$ cat src/rtl/uart_pkg.sv
// Shared definitions for the buffered UART transmitter: FSM state encoding,
// parity-mode constants and a frame length helper.
package uart_pkg;

   typedef enum logic [2:0] {
      IDLE   = 3'd0,
      START  = 3'd1,
      DATA   = 3'd2,
      PARITY = 3'd3,
      STOP   = 3'd4
   } tx_state_t;

   localparam int unsigned PARITY_EVEN = 0;
   localparam int unsigned PARITY_ODD  = 1;

   // Bit times per frame: start + data + optional parity + stop bits.
   function automatic int unsigned frame_len(input int unsigned data_w,
                                             input int unsigned parity_en,
                                             input int unsigned stop_bits);
      return 1 + data_w + parity_en + stop_bits;
   endfunction

endpackage

$ cat src/rtl/uart_tx_buffered_if.sv
// Host-side valid/ready handshake into the buffered UART transmitter.
interface uart_tx_buffered_if #(
   parameter int unsigned DATA_W = 32
);
   logic [DATA_W-1:0] Data_In;
   logic              Tx_valid;
   logic              Tx_ready;

   modport master (output Data_In, output Tx_valid, input Tx_ready);
   modport slave  (input Data_In, input Tx_valid, output Tx_ready);
endinterface

$ cat src/rtl/uart_sync_fifo.sv
// Single-clock FIFO with synchronous active-high reset; head word is shown
// combinationally on rdata_o while the FIFO is non-empty.
module uart_sync_fifo #(
   parameter int unsigned WIDTH = 8,
   parameter int unsigned DEPTH = 4
) (
   input  logic                   clk_i,
   input  logic                   rst_i,
   input  logic                   push_i,
   input  logic [WIDTH-1:0]       wdata_i,
   input  logic                   pop_i,
   output logic [WIDTH-1:0]       rdata_o,
   output logic                   full_o,
   output logic                   empty_o,
   output logic [$clog2(DEPTH):0] count_o
);

   localparam int unsigned AW = $clog2(DEPTH);

   logic [WIDTH-1:0] mem_q [DEPTH];
   logic [AW-1:0]    wr_ptr_q, rd_ptr_q;
   logic [AW:0]      count_q;
   logic             do_push, do_pop;

   assign full_o  = (count_q == (AW+1)'(DEPTH));
   assign empty_o = (count_q == '0);
   assign count_o = count_q;
   assign rdata_o = mem_q[rd_ptr_q];

   assign do_push = push_i && !full_o;
   assign do_pop  = pop_i && !empty_o;

   always_ff @(posedge clk_i) begin
      if (rst_i) begin
         wr_ptr_q <= '0;
         rd_ptr_q <= '0;
         count_q  <= '0;
      end else begin
         if (do_push) wr_ptr_q <= wr_ptr_q + 1'b1;
         if (do_pop)  rd_ptr_q <= rd_ptr_q + 1'b1;
         case ({do_push, do_pop})
            2'b10:   count_q <= count_q + 1'b1;
            2'b01:   count_q <= count_q - 1'b1;
            default: count_q <= count_q;
         endcase
      end
   end

   // Storage is not reset; stale entries are unreachable once the pointers clear.
   always_ff @(posedge clk_i) begin
      if (do_push) mem_q[wr_ptr_q] <= wdata_i;
   end

endmodule

$ cat src/rtl/uart_tx_buffered.sv
// Buffered UART transmitter: FIFO-fed, LSB-first frames with optional parity
// and 1 or 2 stop bits, sent back-to-back while words are queued.
module uart_tx_buffered #(
   parameter int unsigned DATA_W     = 32,
   parameter int unsigned PARITY_EN  = 1,
   parameter int unsigned PARITY_ODD = 0,
   parameter int unsigned STOP_BITS  = 1,
   parameter int unsigned FIFO_DEPTH = 4
) (
   input  logic                        Baud_Clk,
   input  logic                        Reset,
   uart_tx_buffered_if.slave           tx,
   output logic                        Tx_dataOut,
   output logic                        Tx_busy,
   output logic [$clog2(FIFO_DEPTH):0] Fifo_count
);

   import uart_pkg::*;

   localparam int unsigned CNT_W = $clog2(frame_len(DATA_W, PARITY_EN, STOP_BITS));

   localparam logic [2:0] ST_IDLE   = IDLE;
   localparam logic [2:0] ST_START  = START;
   localparam logic [2:0] ST_DATA   = DATA;
   localparam logic [2:0] ST_PARITY = PARITY;
   localparam logic [2:0] ST_STOP   = STOP;

   logic [2:0]        state_q, state_d;
   logic [DATA_W-1:0] shreg_q, shreg_d;
   logic [CNT_W-1:0]  cnt_q, cnt_d;
   logic              par_q, par_d;
   logic              line_q, line_d;
   logic              busy_q, busy_d;

   logic              push, pop, load, full, empty;
   logic [DATA_W-1:0] head;

   // Ready comes from the registered count only, so a same-edge pop never
   // lets a full FIFO accept.
   assign tx.Tx_ready = !full;
   assign push        = tx.Tx_valid && !full;

   uart_sync_fifo #(
      .WIDTH (DATA_W),
      .DEPTH (FIFO_DEPTH)
   ) u_fifo (
      .clk_i   (Baud_Clk),
      .rst_i   (Reset),
      .push_i  (push),
      .wdata_i (tx.Data_In),
      .pop_i   (pop),
      .rdata_o (head),
      .full_o  (full),
      .empty_o (empty),
      .count_o (Fifo_count)
   );

   always_comb begin
      state_d = state_q;
      shreg_d = shreg_q;
      cnt_d   = cnt_q;
      par_d   = par_q;
      line_d  = line_q;
      load    = 1'b0;

      case (state_q)
         ST_IDLE: begin
            line_d = 1'b1;
            if (!empty) load = 1'b1;
         end
         ST_START: begin
            line_d  = shreg_q[0];
            shreg_d = shreg_q >> 1;
            cnt_d   = '0;
            state_d = ST_DATA;
         end
         ST_DATA: begin
            if (cnt_q == CNT_W'(DATA_W - 1)) begin
               cnt_d = '0;
               if (PARITY_EN != 0) begin
                  line_d  = par_q;
                  state_d = ST_PARITY;
               end else begin
                  line_d  = 1'b1;
                  state_d = ST_STOP;
               end
            end else begin
               line_d  = shreg_q[0];
               shreg_d = shreg_q >> 1;
               cnt_d   = cnt_q + 1'b1;
            end
         end
         ST_PARITY: begin
            line_d  = 1'b1;
            cnt_d   = '0;
            state_d = ST_STOP;
         end
         ST_STOP: begin
            if (cnt_q == CNT_W'(STOP_BITS - 1)) begin
               if (!empty) begin
                  load = 1'b1;
               end else begin
                  line_d  = 1'b1;
                  state_d = ST_IDLE;
               end
            end else begin
               line_d = 1'b1;
               cnt_d  = cnt_q + 1'b1;
            end
         end
         default: begin
            line_d  = 1'b1;
            state_d = ST_IDLE;
         end
      endcase

      // Parity is latched from the popped word, not from the shifting copy.
      if (load) begin
         shreg_d = head;
         par_d   = (^head) ^ 1'(PARITY_ODD);
         line_d  = 1'b0;
         state_d = ST_START;
      end

      pop    = load;
      busy_d = (state_d != ST_IDLE);
   end

   always_ff @(posedge Baud_Clk) begin
      if (Reset) begin
         state_q <= ST_IDLE;
         shreg_q <= '0;
         cnt_q   <= '0;
         par_q   <= 1'b0;
         line_q  <= 1'b1;
         busy_q  <= 1'b0;
      end else begin
         state_q <= state_d;
         shreg_q <= shreg_d;
         cnt_q   <= cnt_d;
         par_q   <= par_d;
         line_q  <= line_d;
         busy_q  <= busy_d;
      end
   end

   assign Tx_dataOut = line_q;
   assign Tx_busy    = busy_q;

endmodule
$ cat src/flat_wrapper.sv
// flat-port wrapper written by rule: the top's interface ports become plain ports
module uart_tx_buffered_flat import uart_pkg::*;
#(
   parameter int unsigned DATA_W     = 32,
   parameter int unsigned PARITY_EN  = 1,
   parameter int unsigned PARITY_ODD = 0,
   parameter int unsigned STOP_BITS  = 1,
   parameter int unsigned FIFO_DEPTH = 4
)
  (Baud_Clk, Reset, Tx_dataOut, Tx_busy, Fifo_count, tx_Data_In, tx_Tx_valid, tx_Tx_ready);
  uart_tx_buffered_if #(.DATA_W(DATA_W)) tx_i ();
  input  logic Baud_Clk;
  input  logic Reset;
  output logic Tx_dataOut;
  output logic Tx_busy;
  output logic [$clog2(FIFO_DEPTH):0] Fifo_count;
  input wire logic [$bits(tx_i.Data_In)-1:0] tx_Data_In;
  input wire logic [$bits(tx_i.Tx_valid)-1:0] tx_Tx_valid;
  output wire logic [$bits(tx_i.Tx_ready)-1:0] tx_Tx_ready;
  assign tx_i.Data_In = tx_Data_In;
  assign tx_i.Tx_valid = tx_Tx_valid;
  assign tx_Tx_ready = tx_i.Tx_ready;
  uart_tx_buffered #(.DATA_W(DATA_W), .PARITY_EN(PARITY_EN), .PARITY_ODD(PARITY_ODD), .STOP_BITS(STOP_BITS), .FIFO_DEPTH(FIFO_DEPTH)) u_core (.Baud_Clk(Baud_Clk), .Reset(Reset), .tx(tx_i), .Tx_dataOut(Tx_dataOut), .Tx_busy(Tx_busy), .Fifo_count(Fifo_count));
endmodule
$ cat config.mk
export PLATFORM = sky130hd
export DESIGN_NAME = uart_tx_buffered_flat
export DESIGN_NICKNAME = d
export VERILOG_FILES = /design/src/rtl/uart_pkg.sv /design/src/rtl/uart_tx_buffered_if.sv /design/src/rtl/uart_sync_fifo.sv /design/src/rtl/uart_tx_buffered.sv /design/src/flat_wrapper.sv
export SDC_FILE = /design/constraint.sdc
export NUM_CORES = 1
export LEC_CHECK = 0
export CAP_MARGIN = 10
export CORE_UTILIZATION = 35
export CTS_BUF_LIST = sky130_fd_sc_hd__clkbuf_4
export DETAILED_ROUTE_END_ITERATION = 8
export DONT_BUFFER_PORTS = 1
export PLACE_DENSITY = 0.45
export SLEW_MARGIN = 20
export SYNTH_ARGS = -nofsm -noshare
export SYNTH_HDL_FRONTEND = slang
export SYNTH_SLANG_ARGS = --single-unit
$ cat constraint.sdc
create_clock -name Baud_Clk -period 8.5 [get_ports Baud_Clk]
set_clock_uncertainty 0.2 [all_clocks]
set_input_delay 0.85 -clock Baud_Clk [delete_from_list [all_inputs] [get_ports Baud_Clk]]
set_output_delay 0.85 -clock Baud_Clk [all_outputs]
set_load 0.05 [all_outputs]
== Word level (Yosys, flattened, before mapping) ==
Memories as Yosys holds them, arrays and structs flattened. A register that Yosys moved wholly into a read port is not among the register bits.
Index checks and enable logic that the tools add are counted.
Word-level totals
  bits in registers: 51
  bits in writable memories: 128
  memory bits (read-only): 0
  bits in latches: 0
  word-level logic and storage cells: 66
  memories: 1
  input bits: 35
Memories
  u_core.u_fifo.mem_q: depth 4, bits a word 32, rd ports 1, clocked after Yosys merged registers in 1, wr ports 1, line uart_sync_fifo.sv:20  | logic [WIDTH-1:0] mem_q [DEPTH];
Cells by class
  reductions and logical operators: 16
  shift-type cells: 0
  equality and inequality tests: 11
  $add $sub $neg: 5
  bitwise logic cells: 0
  multipliers: 0
  multiplexer cells: 24
  order comparisons: 0
  divide/modulo/power cells: 0
Operator list (count)
  32-bit two-way mux: 2
  32-bit one-hot mux with 2 select lines: 1
  32-bit parity: 1
  6-bit one-hot mux with 3 select lines: 1
  3-bit one-hot mux with 5 select lines: 1
  3-bit two-way mux: 4
  6-bit two-way mux: 2
  3-bit nonzero test: 3
  1-bit two-way mux: 8
  6-bit by 1-bit adder with 6-bit output, second input constant: 1
  3-bit by 2-bit == test with 1-bit output, second input constant: 2
  3-bit == test, second input constant: 2
  6-bit by 5-bit == test with 1-bit output, second input constant: 1
  3-bit logical NOT: 2
  6-bit logical NOT: 1
  3-bit one-hot mux with 2 select lines: 1
  2-bit by 1-bit adder with 2-bit output, second input constant: 2
  2-bit two-way mux: 2
  4-bit by 3-bit != test with 1-bit output, second input constant: 1
  2-bit AND reduction: 2
  3-bit by 1-bit adder with 3-bit output, second input constant: 1
  3-bit by 1-bit == test with 1-bit output, second input constant: 1
  1-bit logical AND: 3
  3-bit != test, second input constant: 1
  other kinds (9): 10

== Longest topological paths before layout ==
Gate-level depths: netlist of the first run.
  word-level depth: 7
  gate-level depth with buffers: 13
  mapped depth without buffers: 12

== Hierarchy ==
From an unflattened synthesis of the first run, not the netlist that was laid out.
Unflattened totals
  cell total of the unflattened synthesis: 512
  area total of the unflattened synthesis: 7557.2 sq um
By module, submodules not included
  uart_sync_fifo: times used 1, cells an instance 221, area each 5143.7 sq um
  uart_tx_buffered: times used 1, cells an instance 291, area each 2413.6 sq um

== Worst setup path before layout of the first run ==
OpenSTA, ideal clock, no wires.
  path type: reg-to-reg
  from: register u_core.cnt_q[0]
  to: register u_core.u_fifo.count_q[2], in the netlist u_core.u_fifo.count_o[2]
  cell stages (with the launch flop): 14
  path slack: 5.255 ns
  buffers on the path: 1
  arrival: 2.974 ns
  cells stage by stage: dfxtp_1 inv_1 ha_1 or4b_1 o21ai_0 nand3_2 clkinv_1 buf_2 ha_1 inv_1 fa_1 xor2_1 or3_1 a21oi_1
On the way
  word-level cells in the longest chain between the ends: 6
  elaborated cells on any way between the ends: 8
Ends and longest elaborated chain
  from (decl): line uart_tx_buffered.sv:30  | logic [CNT_W-1:0] cnt_q, cnt_d;
  from (signal assigned): line uart_tx_buffered.sv:140  | cnt_q <= cnt_d;
  6-bit logical NOT *: line uart_tx_buffered.sv:99  | if (cnt_q == CNT_W'(STOP_BITS - 1)) begin
  1-bit two-way mux *: line uart_tx_buffered.sv:99
  1-bit one-hot mux with 2 select lines *: line uart_tx_buffered.sv:66  | case (state_q)
  1-bit logical AND *: line uart_sync_fifo.sv:31  | assign do_pop = pop_i && !empty_o;
  via u_core.u_fifo.do_pop: line uart_sync_fifo.sv:23  | logic do_push, do_pop;
  2-bit by 1-bit == test with 1-bit output / 2-bit == test (equally long branches): line uart_sync_fifo.sv:41  | case ({do_push, do_pop})
  3-bit one-hot mux with 2 select lines / 2-bit nonzero test (equally long branches)
  to (signal assigned): line uart_sync_fifo.sv:42  | 2'b10: count_q <= count_q + 1'b1;
  to (signal assigned): line uart_sync_fifo.sv:43  | 2'b01: count_q <= count_q - 1'b1;
  to (signal assigned): line uart_sync_fifo.sv:44  | default: count_q <= count_q;
  to (decl): line uart_sync_fifo.sv:22  | logic [AW:0] count_q;
The timed path passes the listed nets; every way through them passes the cells marked *.
A chain may end at the register's enable or synchronous reset.

== Worst setup path in the final report of the first run ==
  from: register u_core.cnt_q[0]
  to: register u_core.u_fifo.count_q[2], in the netlist u_core.u_fifo.count_o[2]
On the way
  word-level cells in the longest chain between the ends: 6
  elaborated cells on any way between the ends: 8
Ends and longest elaborated chain (line)
  6-bit logical NOT *: uart_tx_buffered.sv:99
  1-bit two-way mux *: uart_tx_buffered.sv:99
  1-bit one-hot mux with 2 select lines *: uart_tx_buffered.sv:66
  1-bit logical AND *: uart_sync_fifo.sv:31
  2-bit by 1-bit == test with 1-bit output / 2-bit == test (equally long branches): uart_sync_fifo.sv:41
  3-bit one-hot mux with 2 select lines / 2-bit nonzero test (equally long branches)
Mark *: on every way between the ends. The rest lies on a longest branch, timed or not.

==> flow_summary.yaml, run 1 <==
outcome:
  outcome: "complete, no violations"
die:
  die_h_um: 146.4
  core_um2: 20360
  die_w_um: 146.4
  io_pins: 41
  start_util_pct: 35.84
  dieArea_um2: 21430
  row_count: 52
clock_network:
  cts_tree: "built"
  clk_path_buf_depth: 2
  cts-root-buf: "clkbuf_4"
  clkSinkCount: 181
  cts_inserted_buffers: 17
  htreeDepth: 4
  cts_hold_buf: 0
  cts_resized: 0
  post_cts.repair.setup_buffers: 0
  insertion_delay_ns: 0.54
  path_clk_slew_ns: 0.15
global_routing:
  grt_usage_pct: 13.78
  grt_pass1_vias: 3971
  antenna_found_initial: 1
  grt_max_degree: 64
  grt_pass1_wl_um: 22070
  overflow: 0
pwr:
  intPower_w: 0.001776
  total_power_w: 0.002895
  powerDensity_nw_per_um2: 369.8
  p_clk_share_pct: 16.2
  switchingPower_w: 0.001119
  leakage_nw: 2.477
  swShare_pct: 38.66
  vdd_ir_drop_max_uv: 148.4
  p_comb_share_pct: 42.4
  seq_power_share_pct: 41.4
finish:
  fin_nets: 537
  layout-drive-gt1-share_pct: 14.03
  area_growth_pct: 7.286
  fill_cells: 1948
timing:
  setup_violations: 0
  fin_crit_sh_pct: 53.18
  tightestPinTransition_ns: 0.8070
  min_period_ns: 4.521
  fin_tns_setup_ns: 0
  final_max_slew_viol_count: 0
  rsz0062_at_grt: "false"
  hold_viol_final: 0
  relSlewSlack_pct: 46.14
  fmax_mhz: 221.2
yosys:
  yosysWarnings: 0
  netlist_instances: 495
  seq_area_frac_synth_pct: 67.20
  synthesis.area_um2: 7298
  yosys.cell_types.count: 43
  ys_ff_latch: 181
  syn_area_per_cell_um2: 14.74
  synth_nets: 538
setup_path:
  slowest_stage: "inv_2"
  cp_cell_sequence: "inv_1 > ha_1 > or4b_1 > o21ai_0 > nand3_2 > inv_2 > ha_1 > inv_1 > fa_1 > xor2_1 > or3_1 > a21oi_1"
  critical_path.max_fanout: 36
  worstPathArrival_ns: 4.81
  required_ns: 8.79
  crit_path_max_incr_delay_ns: 0.81
  end_kind: "flip-flop"
  crit_buf_inv: 3
  critPathKind: "flip-flop to flip-flop"
  crit_family: "simple AND/OR/NAND/NOR gates"
  cp-start-kind: "flip-flop"
hold_path:
  min_path_type: "input pin to flip-flop"
drt:
  drc_errors: 0
  drt_pass1_iterations: 4
  routedWlPerCell_um: 17.67
  drt-total-wl_um: 13730
  vias: 3868
  drt_iter0_markers: 162
  via_per_inst: 4.978
  final_antenna_net_count: 0
placement:
  gp_congestion: 0.7061
  portBuffers: 0
  dp_hpwl_um: 8230
job:
  max_cap_violations: 0
[worst register-to-register path: cells and delay by family, from the launching register on]
kind / cells / cell delay, ns
buf+inv: 3 / 1.01
compound gates: 2 / 0.50
simple gates: 3 / 1.45
fa+ha+maj: 3 / 0.83
xor+xnor: 1 / 0.15
flops: 1 / 0.35
[layer usage]
metal / wire length [um] / share of wire (%) / up-vias / global-route usage (%)
li1: - / - / 1840 / -
met1: 6328 / 46 / 1961 / 17.66
met2: 6621 / 48 / 62 / 22.24
met3: 662 / 4.8 / 5 / 4.750
met4: 120 / 0.87 / 0 / 3.698
met5: 0 / 0 / - / 0
[synthesized netlist by cell type]
| master | instances | share of area, % |
|---|---|---|
| ha_1 | 7 | 1.2 |
| or3_1 | 3 | 0.26 |
| buf_4 | 1 | 0.10 |
| a21oi_1 | 10 | 0.69 |
| clkinv_1 | 1 | 0.051 |
| xor2_1 | 9 | 1.1 |
| mux4_1 | 4 | 1.4 |
| nor2_1 | 54 | 2.8 |
| o21ai_2 | 1 | 0.12 |
| a22oi_1 | 1 | 0.10 |
| or4_1 | 1 | 0.10 |
| nor3b_1 | 1 | 0.10 |
| nor2b_1 | 1 | 0.086 |
| a31oi_1 | 2 | 0.17 |
| nand2_1 | 65 | 3.3 |
| or4b_1 | 1 | 0.14 |
| nor3_1 | 2 | 0.14 |
| and3_1 | 4 | 0.34 |
| nand2b_1 | 2 | 0.17 |
| mux2i_1 | 1 | 0.14 |
| o32a_1 | 1 | 0.14 |
| mux4_2 | 28 | 8.6 |
| nand3_2 | 1 | 0.14 |
| fa_1 | 1 | 0.27 |
| buf_12 | 1 | 0.27 |
| o21bai_1 | 1 | 0.10 |
| nand3_1 | 3 | 0.21 |
| a311oi_1 | 30 | 3.6 |
| and2_1 | 1 | 0.086 |
| a2bb2oi_1 | 1 | 0.12 |
| clkbuf_1 | 12 | 0.62 |
| edfxtp_1 | 128 | 53 |
| inv_1 | 9 | 0.46 |
| o21ai_0 | 6 | 0.41 |
| buf_6 | 2 | 0.31 |
| dfxtp_1 | 53 | 15 |
| nand4_1 | 1 | 0.086 |
| buf_1 | 2 | 0.10 |
| buf_2 | 9 | 0.62 |
| or2_2 | 1 | 0.086 |
| nor4_1 | 1 | 0.086 |
| a211oi_2 | 1 | 0.17 |
| xnor2_1 | 31 | 3.7 |
[state kept, by name, summed over array words and instances, names as in the netlist, named ones only]
name	cells
u_core.u_fifo.mem_q	128
u_core.Tx_dataOut	1
u_core.par_q	1
u_core.u_fifo.rd_ptr_q	2
u_core.u_fifo.wr_ptr_q	2
u_core.Tx_busy	1
u_core.state_q	3
u_core.cnt_q	6
u_core.shreg_q	32
u_core.u_fifo.count_o	3
[cell families after synthesis]
| kind of cell | Yosys count | share of synthesized area (%) |
|---|---|---|
| compound gates | 54 | 5.623 |
| mux | 33 | 10.22 |
| flops | 181 | 67.20 |
| simple gates | 142 | 8.143 |
| xor+xnor | 40 | 4.800 |
| fa+ha+maj | 8 | 1.474 |
| buf+inv | 37 | 2.537 |
[layout make-up]
| type | instances | area (um2) | share of cell area (%) |
|---|---|---|---|
| flip-flops and latches | 181 | 4906 | 62.66 |
| multi-input cells | 277 | 2216 | 28.30 |
| well taps | 270 | 337.8 | 4.314 |
| clock inverters | 14 | 150.1 | 1.918 |
| clock buffers | 17 | 127.6 | 1.630 |
| repair buffers | 7 | 52.55 | 0.6711 |
| inverters | 10 | 37.54 | 0.4794 |
| diodes | 1 | 2.502 | 0.03196 |
[per-stage QoR]
stage,area (um2),hold slack (ns),util (%),worst slack (ns),std cells
5_1_grt,7830,0.07237,38.45,3.638,777
3_5_place_dp,7550,0.2621,37.07,3.860,745
2_1_floorplan,7298,0.2383,-,5.256,495
4_1_cts,7828,0.08676,38.44,3.848,776
3_3_place_gp,7550,0.2620,37.07,3.904,745
6_report,7830,0.1514,38.45,3.979,777
[layout by cell type (no fill, tap or decap), types with 2 or more instances in the layout]
cell        netlist  routed
edfxtp_1        128     128
dfxtp_1          53      52
inv_1             9       9
xnor2_1          31      31
clkbuf_4          0      17
ha_1              7       7
clkinv_2          0       2
and3_1            4       4
mux4_2           28      28
clkinv_4          0       2
a31oi_1           2       2
nand2b_1          2       2
nor3_1            2       2
inv_6             0       5
o21ai_0           6       6
nor2_1           54      54
buf_4             1       7
clkinvlp_4        0       2
xor2_1            9       9
nand2_1          65      65
a21oi_1          10      10
mux4_1            4       4
or3_1             3       3
bufinv_16         0       2
a311oi_1         30      30
nand3_1           3       3
[power groups by stage]
stage,Sequential [W],Combinational (W),Clock (W)
final,0.00120,0.00123,0.000470
after detailed placement,0.00122,0.00125,0
after CTS,0.00120,0.00126,0.000491
after global placement,0.00121,0.00125,0
after global routing,0.00121,0.00137,0.000525
after floorplan,0.00118,0.00104,0
[final timing paths]
check                            startpoint                               endpoint  slack, ns  cells after the start
max            u_core.cnt_q[0]$_SDFFE_PP0P_  u_core.u_fifo.count_o[2]$_SDFFE_PP0P_       3.98                     12
min                                   Reset              u_core.par_q$_SDFFE_PP0N_       0.15                      1
max reg2reg    u_core.cnt_q[0]$_SDFFE_PP0P_  u_core.u_fifo.count_o[2]$_SDFFE_PP0P_       3.98                     12
min reg2reg  u_core.shreg_q[4]$_SDFFE_PP0P_         u_core.shreg_q[3]$_SDFFE_PP0P_       0.27                      2
No activity file was read; power rests on OpenSTA's default activity.
==> run 2: changes to the inputs <==
--- a/config.mk
+++ b/config.mk
@@ -10,7 +10,7 @@
 export CTS_BUF_LIST = sky130_fd_sc_hd__clkbuf_4
 export DETAILED_ROUTE_END_ITERATION = 8
 export DONT_BUFFER_PORTS = 1
-export PLACE_DENSITY = 0.45
+export PLACE_DENSITY = 0.47
 export SLEW_MARGIN = 20
 export SYNTH_ARGS = -nofsm -noshare
 export SYNTH_HDL_FRONTEND = slang
==> constraint.sdc (replaced) <==
create_clock -name Baud_Clk -period 3.7 [get_ports Baud_Clk]
set_clock_uncertainty 0.2 [all_clocks]
set_input_delay 0.37 -clock Baud_Clk [delete_from_list [all_inputs] [get_ports Baud_Clk]]
set_output_delay 0.37 -clock Baud_Clk [all_outputs]
set_load 0.05 [all_outputs]
==> flow_summary.yaml, run 2 (synthesis gave the netlist of run 1 again) <==
drt:
  drc_errors: 0
  route.met2.wl_um: 6634
  routedWlPerCell_um: 16.84
  drt_pass1_iterations: 5
  via_per_inst: 4.907
  final_antenna_net_count: 0
  drt_iter0_markers: 167
  vias: 4019
  top_layer_used: "met4"
  wl_met1_um: 6475
  dr_wl_met3_um: 443
  drt-total-wl_um: 13790
pwr:
  powerDensity_nw_per_um2: 823.3
  swShare_pct: 39.07
  seq_power_share_pct: 40.3
  switchingPower_w: 0.002668
  p_clk_share_pct: 16.6
  vdd_ir_drop_max_uv: 366.5
  leakage_nw: 2.685
  total_power_w: 0.006830
  p_comb_share_pct: 43.1
  intPower_w: 0.004162
finish:
  mostFrequentLayoutCell: "edfxtp_1"
  top_regs: "u_core.u_fifo.mem_q x128, u_core.shreg_q x32, u_core.cnt_q x6"
  final_cell_mix: "128 x edfxtp_1, 65 x nand2_1, 54 x nor2_1, 52 x dfxtp_1, 35 x dlygate4sd3_1"
  layout-drive-gt1-share_pct: 14.23
  fin_util_pct: 40.73
  area_growth_pct: 13.66
  largest_reg_flops: 128
  regMostFlops: "u_core.u_fifo.mem_q"
  fin_nets: 578
  fill_cells: 1895
  instances_no_fill: 819
die:
  die_w_um: 146.4
  die_h_um: 146.4
  start_util_pct: 35.84
  row_count: 52
  dieArea_um2: 21430
  core_um2: 20360
  io_pins: 41
setup_path:
  critPathKind: "flip-flop to flip-flop"
  required_ns: 3.99
  cp-start-kind: "flip-flop"
  critical_path.max_fanout: 4
  worstPathArrival_ns: 3.33
  end_kind: "flip-flop"
global_routing:
  grt_usage_pct: 13.70
  grt_pass1_vias: 4110
  grt_pass1_wl_um: 22090
  antenna_found_initial: 1
  grt_max_degree: 51
  overflow: 0
clock_network:
  cts_resized: 0
  cts_tree: "built"
  insertion_delay_ns: 0.55
  clk_path_buf_depth: 2
  htreeDepth: 4
  path_clk_slew_ns: 0.18
  cts_hold_buf: 36
  cts_inserted_buffers: 17
  cts-root-buf: "clkbuf_4"
  clkSinkCount: 181
  post_cts.repair.setup_buffers: 0
placement:
  gp_congestion: 0.7472
  dp_hpwl_um: 8437
  portBuffers: 0
  dp.cells: 750
timing:
  relSlewSlack_pct: 34.75
  tightestPinTransition_ns: 0.9751
  final_max_slew_viol_count: 0
  rsz0062_at_grt: "false"
  fmax_mhz: 329.2
  fin_tns_setup_ns: 0
  fin_crit_sh_pct: 82.10
  setup_violations: 0
  min_period_ns: 3.038
  hold_viol_final: 0
hold_path:
  min_path_type: "input pin to flip-flop"
job:
  max_cap_violations: 0
outcome:
  outcome: "complete, no violations"
run 2: changes by cell type in the layout (fill, tap and decap cells not counted), moves of 3 or more:
cell and change:
inv_8 +6, inv_6 -3, dlygate4sd3_1 +35, buf_4 +3, buf_12 +3
run 2: layout make-up:
type                    instances  area (um2)  area share (%)
repair buffers                 48       485.5           5.852
inverters                      10       37.54          0.4525
clock inverters                15       182.7           2.202
diodes                          1       2.502         0.03017
well taps                     270       337.8           4.072
flip-flops and latches        181        4906           59.14
clock buffers                  17       127.6           1.538
multi-input cells             277        2216           26.71
run 2: worst max-delay path: stages (launching register included):
cell	delay, ns
dfxtp_1	0.36
inv_1	0.11
ha_1	0.15
or4b_1	0.41
o21ai_0	0.33
nand3_2	0.13
clkinv_1	0.09
ha_1	0.17
inv_1	0.06
fa_1	0.37
xor2_1	0.15
or3_1	0.30
a21oi_1	0.14
run 2: final timing paths:
| path | from | end | slack (ns) | depth (start not counted) |
|---|---|---|---|---|
| min reg2reg | u_core.shreg_q[2]$_SDFFE_PP0P_ | u_core.shreg_q[1]$_SDFFE_PP0P_ | 0.28 | 2 |
| min | tx_Tx_valid | u_core.u_fifo.mem_q[0][7]$_DFFE_PP_ | 0.26 | 2 |
| max | u_core.cnt_q[0]$_SDFFE_PP0P_ | u_core.u_fifo.count_o[2]$_SDFFE_PP0P_ | 0.66 | 12 |
| max reg2reg | u_core.cnt_q[0]$_SDFFE_PP0P_ | u_core.u_fifo.count_o[2]$_SDFFE_PP0P_ | 0.66 | 12 |
run 2: power groups by stage:
stage | clock network, W | registers, W | logic [W]
floorplan | 0 | 0.00272 | 0.00239
global placement | 0 | 0.00280 | 0.00291
detailed placement | 0 | 0.00281 | 0.00295
CTS | 0.00119 | 0.00276 | 0.00301
global route | 0.00126 | 0.00280 | 0.00330
finish | 0.00113 | 0.00275 | 0.00294
run 2: routing by layer:
metal / GRT usage (%) / vias up
li1: - / 1938
met1: 17.96 / 1999
met2: 22.02 / 69
met3: 3.813 / 13
met4: 4.323 / 0
met5: 0 / -
run 2: metrics by stage:
step	instance area, um2	hold slack [ns]	setup WS, ns
5_1_grt	8295	0.2026	0.3572
6_report	8295	0.2570	0.6623
3_5_place_dp	7612	0.2501	0.6464
4_1_cts	8293	0.2224	0.6042
3_3_place_gp	7612	0.2459	0.6591
2_1_floorplan	7298	0.2383	0.4555
==> run 3: changes to the inputs <==
--- a/config.mk
+++ b/config.mk
@@ -10,7 +10,7 @@
 export CTS_BUF_LIST = sky130_fd_sc_hd__clkbuf_4
 export DETAILED_ROUTE_END_ITERATION = 8
 export DONT_BUFFER_PORTS = 1
-export PLACE_DENSITY = 0.47
+export PLACE_DENSITY = 0.45
 export SLEW_MARGIN = 20
 export SYNTH_ARGS = -nofsm -noshare
 export SYNTH_HDL_FRONTEND = slang
==> constraint.sdc (replaced) <==
create_clock -name Baud_Clk -period 2.9 [get_ports Baud_Clk]
set_clock_uncertainty 0.2 [all_clocks]
set_input_delay 0.29 -clock Baud_Clk [delete_from_list [all_inputs] [get_ports Baud_Clk]]
set_output_delay 0.29 -clock Baud_Clk [all_outputs]
set_load 0.05 [all_outputs]
==> flow_summary.yaml, run 3 (synthesis gave the netlist of run 1 again) <==
placement:
  dp.cells: 757
  gp_congestion: 0.7041
  dp_hpwl_um: 8863
  dp_slack_ns: 0.1242
  portBuffers: 0
die:
  start_util_pct: 35.84
  die_h_um: 146.4
  die_w_um: 146.4
  row_count: 52
  io_pins: 41
  core_um2: 20360
  dieArea_um2: 21430
finish:
  area_growth_pct: 15.33
  fin_nets: 585
  instances_no_fill: 825
  largest_reg_flops: 128
  layout-drive-gt1-share_pct: 16.94
  fill_cells: 1889
  fin_util_pct: 41.33
  mostFrequentLayoutCell: "edfxtp_1"
  regMostFlops: "u_core.u_fifo.mem_q"
  top_regs: "u_core.u_fifo.mem_q x128, u_core.shreg_q x32, u_core.cnt_q x6"
  num_antenna_cells: 0
  final_cell_mix: "128 x edfxtp_1, 65 x nand2_1, 54 x nor2_1, 50 x dfxtp_1, 35 x dlygate4sd3_1"
clock_network:
  path_clk_slew_ns: 0.17
  post_cts.repair.setup_buffers: 0
  htreeDepth: 4
  clk_path_buf_depth: 2
  insertion_delay_ns: 0.56
  cts_inserted_buffers: 17
  cts-root-buf: "clkbuf_4"
  cts_tree: "built"
  clkSinkCount: 181
timing:
  rsz0062_at_grt: "false"
  relSlewSlack_pct: 63.20
  final_max_slew_viol_count: 0
  fmax_mhz: 367.1
  hold_viol_final: 0
  fin_ws_ns: 0.1761
  fin_crit_sh_pct: 93.93
  min_period_ns: 2.724
  setup_violations: 0
  fin_tns_setup_ns: 0
  tightestPinTransition_ns: 0.5520
drt:
  via_per_inst: 4.928
  routedWlPerCell_um: 17.35
  final_antenna_net_count: 0
  drt_iter0_markers: 193
  vias: 4066
  drt_pass1_iterations: 5
  drt-total-wl_um: 14310
  drc_errors: 0
setup_path:
  required_ns: 3.20
  worstPathArrival_ns: 3.02
  critPathKind: "flip-flop to flip-flop"
  critical_path.max_fanout: 4
  end_kind: "flip-flop"
  cp-start-kind: "flip-flop"
global_routing:
  busiest_layer: "met2"
  grt_max_degree: 51
  grt_pass1_vias: 4277
  grt_pass1_wl_um: 23150
  met3_usage_pct: 3.375
  antenna_found_initial: 0
  overflow: 0
  use_met1_pct: 18.88
  grt_usage_pct: 14.48
  met2_usage_pct: 24.07
pwr:
  powerDensity_nw_per_um2: 1068
  vdd_ir_drop_max_uv: 652.5
  leakage_nw: 2.728
  total_power_w: 0.008989
job:
  max_cap_violations: 0
outcome:
  outcome: "complete, no violations"
hold_path:
  min_path_type: "input pin to flip-flop"
run 3: routing by layer:
layer | vias to the layer above | wire length, um
met5 | - | 0
met4 | 0 | 173
met3 | 13 | 470
met2 | 62 | 6896
met1 | 2039 | 6772
li1 | 1952 | -
run 3: critical path, stage by stage (launching register included):
cell	delay, ns
dfxtp_2	0.37
inv_1	0.07
ha_1	0.13
or4b_4	0.46
o21ai_4	0.18
nand3_4	0.10
clkinv_4	0.06
ha_4	0.12
inv_1	0.05
fa_2	0.33
xor2_1	0.15
or3_1	0.30
a21oi_1	0.14
run 3: per-stage QoR:
step	hold WS (ns)	cell area (um2)
3_5_place_dp	0.1689	7735
5_1_grt	0.1318	8417
3_3_place_gp	0.1649	7735
6_report	0.1745	8417
4_1_cts	0.1324	8412
2_1_floorplan	0.1889	7350
run 3: final timing paths:
| path | startpoint | end | slack (ns) | cells past startpoint |
|---|---|---|---|---|
| worst max-delay path | u_core.cnt_q[1]$_SDFFE_PP0P_ | u_core.u_fifo.count_o[2]$_SDFFE_PP0P_ | 0.18 | 12 |
| worst min-delay path | tx_Tx_valid | u_core.u_fifo.mem_q[1][6]$_DFFE_PP_ | 0.17 | 2 |
| worst max register to register | u_core.cnt_q[1]$_SDFFE_PP0P_ | u_core.u_fifo.count_o[2]$_SDFFE_PP0P_ | 0.18 | 12 |
| worst min register to register | u_core.shreg_q[31]$_SDFFE_PP0P_ | u_core.shreg_q[30]$_SDFFE_PP0P_ | 0.28 | 2 |
run 3: power by group:
part / leakage (nW) / internal [W] / switching, W
Sequential: 1.61 / 0.00321 / 0.000221
Combinational: 0.953 / 0.00178 / 0.00232
Clock: 0.163 / 0.000483 / 0.000973
Total: 2.73 / 0.00548 / 0.00351
run 3: cell type report:
cell class                      count  area [um2]  share of cell area, %
Sequential cell                   181        4908                  58.32
Multi-Input combinational cell    277        2258                  26.83
Timing Repair Buffer               55       563.0                  6.689
Tap cell                          270       337.8                  4.014
Clock inverter                     15       178.9                  2.126
Clock buffer                       17       127.6                  1.516
Inverter                           10       42.54                 0.5054
run 3: what timing repair did:
action	4_1_cts	5_1_grt
hold buffers	36	0
hold endpoints to repair	181	0
endpoints found under the setup margin	0	1
resized for setup	0	3
